**src/rtl/stage_pkg.sv**
```systemverilog
// Stage numbering shared by the stage sequencer and the control unit.
// The control unit decodes these values directly, so they must not be renumbered.
package stage_pkg;

  localparam int STAGE_W = 3;

  typedef enum logic [STAGE_W-1:0] {
    STAGE_FETCH     = 3'd1,
    STAGE_DECODE    = 3'd2,
    STAGE_EXECUTE   = 3'd3,
    STAGE_MEMORY    = 3'd4,
    STAGE_WRITEBACK = 3'd5
  } stage_e;

endpackage

```
**src/rtl/stage_counter.sv**
```systemverilog
// Modulo stage sequencer: MIN_STAGE..MAX_STAGE, one step per clk, wraps to MIN_STAGE.
// Latency: out is a plain register, with no input-to-output combinational path.
// Backpressure: none; the counter always advances when reset is low.
module stage_counter
  import stage_pkg::*;
#(
  parameter int WIDTH     = STAGE_W,
  parameter int MIN_STAGE = int'(STAGE_FETCH),
  parameter int MAX_STAGE = int'(STAGE_WRITEBACK)
) (
  input  logic             clk,
  input  logic             reset,
  output logic [WIDTH-1:0] out
);

  localparam logic [WIDTH-1:0] MIN_V = WIDTH'(MIN_STAGE);

  if (MAX_STAGE >= (1 << WIDTH)) begin : g_bad_width
    $error("stage_counter: MAX_STAGE does not fit in WIDTH bits");
  end
  if (MIN_STAGE > MAX_STAGE) begin : g_bad_range
    $error("stage_counter: MIN_STAGE must not exceed MAX_STAGE");
  end
  if (MIN_STAGE < 0) begin : g_bad_min
    $error("stage_counter: MIN_STAGE must be non-negative");
  end

  logic [WIDTH-1:0] stage_q;
  logic [WIDTH-1:0] stage_d;

  // The last stage and any out-of-range value both land on MIN_STAGE, so the
  // increment can never overflow and there is no lock-up state.
  always_comb begin
    stage_d = MIN_V;
    if (int'(stage_q) >= MIN_STAGE && int'(stage_q) < MAX_STAGE) begin
      stage_d = stage_q + WIDTH'(1);
    end
  end

  always_ff @(posedge clk or posedge reset) begin
    if (reset) begin
      stage_q <= MIN_V;
    end else begin
      stage_q <= stage_d;
    end
  end

  assign out = stage_q;

endmodule

```
**config.mk**
```make
export PLATFORM = sky130hd
export DESIGN_NAME = stage_counter
export DESIGN_NICKNAME = d
export VERILOG_FILES = /design/src/rtl/stage_pkg.sv /design/src/rtl/stage_counter.sv
export SDC_FILE = /design/constraint.sdc
export NUM_CORES = 1
export LEC_CHECK = 0
export ABC_AREA = 1
export CORE_AREA = 2 2 39 41
export CTS_BUF_LIST = sky130_fd_sc_hd__clkbuf_4 sky130_fd_sc_hd__clkbuf_8
export CTS_CLUSTER_SIZE = 14
export DETAILED_ROUTE_END_ITERATION = 7
export DIE_AREA = 0 0 41 43
export PLACE_DENSITY = 0.3
export REMOVE_ABC_BUFFERS = 1
export SETUP_SLACK_MARGIN = 0.02
export SYNTH_ARGS = -nofsm -noshare
export SYNTH_HDL_FRONTEND = slang
export SYNTH_SLANG_ARGS = --single-unit
```
**constraint.sdc**
```tcl
create_clock -name clk -period 3.6 [get_ports clk]
set_clock_uncertainty 0.15 [all_clocks]
set_input_delay 0.72 -clock clk [delete_from_list [all_inputs] [get_ports clk]]
set_output_delay 0.72 -clock clk [all_outputs]
set_load 0.02 [all_outputs]
```
==> Word level (Yosys, flattened, before mapping) <==
Cells that the tools add are included.
{ "op_classes": {"addsub": 1, "magnitude_cmp": 2, "mux": 1, "n_reduce_logical": 1} }
{ "ops": {"columns": ["operator", "n"], "rows": [
  ["3-bit by 1-bit adder with 3-bit output, second input constant", 1],
  ["3-bit by 1-bit greater-or-equal comparator with 1-bit output, second input constant", 1],
  ["3-bit less-than comparator, second input constant", 1],
  ["3-bit two-way mux", 1],
  ["1-bit logical AND", 1]
]} }
{ "totals": {"regBits": 3, "inputBits": 2, "out_inout_bits": 3, "word_cells": 6} }

==> Depth between registers and ports, before layout <==
{ "logic_depth": {"depth_word": 3, "mapped_depth": 6, "ltp_nobuf": 6} }

==> Worst setup path after synthesis <==
No wires, ideal clock.
{ "synth_path": {"path_type": "reg2out", "startpoint": "reg stage_q[0], in the netlist out[0]", "endpoint": "out out[0]", "arrival_ns": 0.601, "required_time_ns": 2.730, "path_slack_ns": 2.129, "stages_incl_launch_ff": 1, "cell_sequence": "dfstp_2"} }
{ "synth_lines": {"columns": ["element", "line", "text"], "rows": [
  ["from (decl)", "stage_counter.sv:28", "logic [WIDTH-1:0] stage_q;"],
  ["from (signal assigned)", "stage_counter.sv:44", "stage_q <= stage_d;"],
  ["to (decl)", "stage_counter.sv:13", "output logic [WIDTH-1:0] out"]
]} }
No word-level cell between the ends.

==> Worst setup path after layout <==
{ "layout_path": {"startpoint": "reg stage_q[0], in the netlist out[0]", "endpoint": "out out[0]"} }
No word-level cell between the ends.

==> qor.yml <==
floorplan:
  die_area_sq_um: 1760
  initial_utilization: 0.112
  io_pins: 5
  die_h_um: 43
  rows: 14
  die_x_um: 41
  coreArea_sq_um: 1380
cts:
  hold_buffers: 0
  postCtsSetupBuffers: 0
  clock_sinks: 3
  htreeDepth: 1
  cts_resized: 0
  path_clk_slew_ps: 40
  cts_made_buffers: 3
  cts_tree: "done"
  clock_path_buffers: 2
  cts_root_buffer: "clkbuf_4"
  clock_latency_ps: 230
global_routing:
  grt_overflow: 0
  first_global_vias: 137
  grt_max_degree: 7
  antenna_found_initial: 0
  grt_pass1_wl_um: 462
  grtUsageTotal: 0.0453
finish:
  syn_to_final_growth_pct: 58.1
  nets: 30
  fillers: 163
  num_antenna_cells: 0
  drive_gt1_frac: 0.240
  fin_util: 0.177
  multi_input_area_sq_um: 63.8
  regArea_sq_um: 76.3
  largest_reg_flops: 3
synth:
  synth_edf_count: 0
  ys_warn_count: 0
  netlist.area_leader.share: 0.323
  synthFlopType: "dfrtp_1"
  yosysUniqueCellTypes: 10
  netlist_area_sq_um: 155
  yosys.area.top_type: "dfrtp_1"
  ys_seq_elements: 3
  postSynthAreaPerCell_sq_um: 9.13
  synthCells: 17
  ys_seq_area_frac: 0.492
  synth_area_leaders: "dfrtp_1, dfstp_2, ha_1"
  synth.top_cells.by_count: "inv_1, nand2_1, a21oi_1, dfrtp_1, ha_1"
  async_flop_share: 1.00
sta:
  hold_violations: 0
  slew-limit-headroom: 0.858
  clock.fmax_mhz: 438
  min_period_over_period: 0.634
  rsz0062_at_grt: "false"
  setup-violations-final: 0
  fin_setup_tns_ps: 0
  drv_slew: 0
  worst_pin_slew_ps: 212
  layout_min_cycle_time_ps: 2280
worst_setup_path:
  rr_endpoint: "out[1]"
  critPathMaxStageDelay_ps: 610
  rr_worst_depth: 5
  worstPathRequired_ps: 2730
  crit_family: "buffers and inverters"
  critPathLaunchType: "flop"
  worst_setup_path_end_kind: "output pin"
  path_cells: "clkdlybuf4s50_1"
  cp.arrival_ps: 1410
  reg2reg_slack_ps: 2350
  r2r-start: "out[0]"
  path_buf_inv: 1
  cpMaxStageDelayCell: "clkdlybuf4s50_1"
  cp_max_fo: 6
  path_class: "flop to output pin"
status:
  outcome: "complete, no violations"
drt:
  vias_per_cell: 3.07
  ant_nets: 0
  drc_errors: 0
  drt_wl_total_um: 267
  drt_first_pass_iters: 2
  drt_iter0_drc: 1
  via_count: 126
  routedWlPerCell_um: 6.51
pwr:
  switchingPower_w: 0.0000177
  p_leak_nw: 0.114
  pwr-share-seq: 0.334
  power_density_nw_per_um2: 415
  clock_power_share: 0.649
  vdd_drop_max_mv: 0.111
  sw_frac_of_total: 0.174
  intPower_w: 0.0000840
  pwr-share-comb: 0.017
worst_hold_path:
  hold_depth: 1
  hold_class: "flop to flop"
  hold_start: "out[0]"
  whs_endpoint: "out[0]"
place:
  post-dp-hpwl_um: 217
  gp_congestion: 0.589
  portBuffers: 4
run:
  drv_cap: 0
## routing by layer
layer	vias to the layer above	wire length, um	global-route usage
li1	69	-	-
met4	0	0	0.0600
met1	52	132	0.0485
met5	-	0	0
met3	0	26	0.0314
met2	5	108	0.0469
## stage by stage
step	cells	setup slack, ps	area (sq um)	power [W]	hold slack [ps]
after floorplan	17	2130	155	0.0000349	323
after global placement	37	1570	215	0.0000361	330
after detailed placement	37	1560	215	0.0000362	335
after CTS	41	1310	245	0.000105	342
after global routing	41	1280	245	0.000109	357
final	41	1320	245	0.000102	338
## how the worst max path moves through the flow
stage	endpoint	cells after the start	slack [ps]	from
4_1_cts	out[0]	1	1310	out[0]
2_1_floorplan	out[0]	0	2130	out[0]
3_5_place_dp	out[0]	1	1560	out[0]
3_3_place_gp	out[0]	1	1570	out[0]
5_1_grt	out[0]	1	1280	out[0]
6_report	out[0]	1	1320	out[0]
## layout by cell type (no fill, tap or decap)
master,instances
a21oi_1,2
xnor2_1,1
nand2_1,3
clkbuf_4,4
o21ai_1,1
clkdlybuf4s50_1,4
inv_2,1
nor2_1,1
ha_1,2
dfrtp_1,2
inv_1,3
dfstp_2,1
## kinds of logic (layout without fill, tap and decap cells)
group | after synthesis | count (layout) | share of synthesized area
adder cells (fa/ha/maj) | 2 | 2 | 0.161
XOR/XNOR | 1 | 1 | 0.0565
AO/OA/AOI/OAI | 3 | 3 | 0.0967
AND/OR/NAND/NOR | 4 | 4 | 0.0967
flip-flops | 3 | 3 | 0.492
buffers and inverters | 4 | 12 | 0.0967
## final cells by class
| cell class | instances | area share |
|---|---|---|
| sequential | 3 | 0.311 |
| multi-input combinational | 10 | 0.260 |
| timing repair buffer | 4 | 0.163 |
| clock buffer | 4 | 0.122 |
| tap | 16 | 0.0816 |
| inverter | 4 | 0.0612 |
## power by group through the flow
stage | registers, W | logic, W | clock network, W
floorplan | 0.0000343 | 0.000000577 | 0
global placement | 0.0000343 | 0.00000178 | 0
detailed placement | 0.0000343 | 0.00000181 | 0
CTS | 0.0000340 | 0.00000181 | 0.0000692
global route | 0.0000339 | 0.00000206 | 0.0000732
finish | 0.0000340 | 0.00000173 | 0.0000660
(Power assumes the default switching activity.)
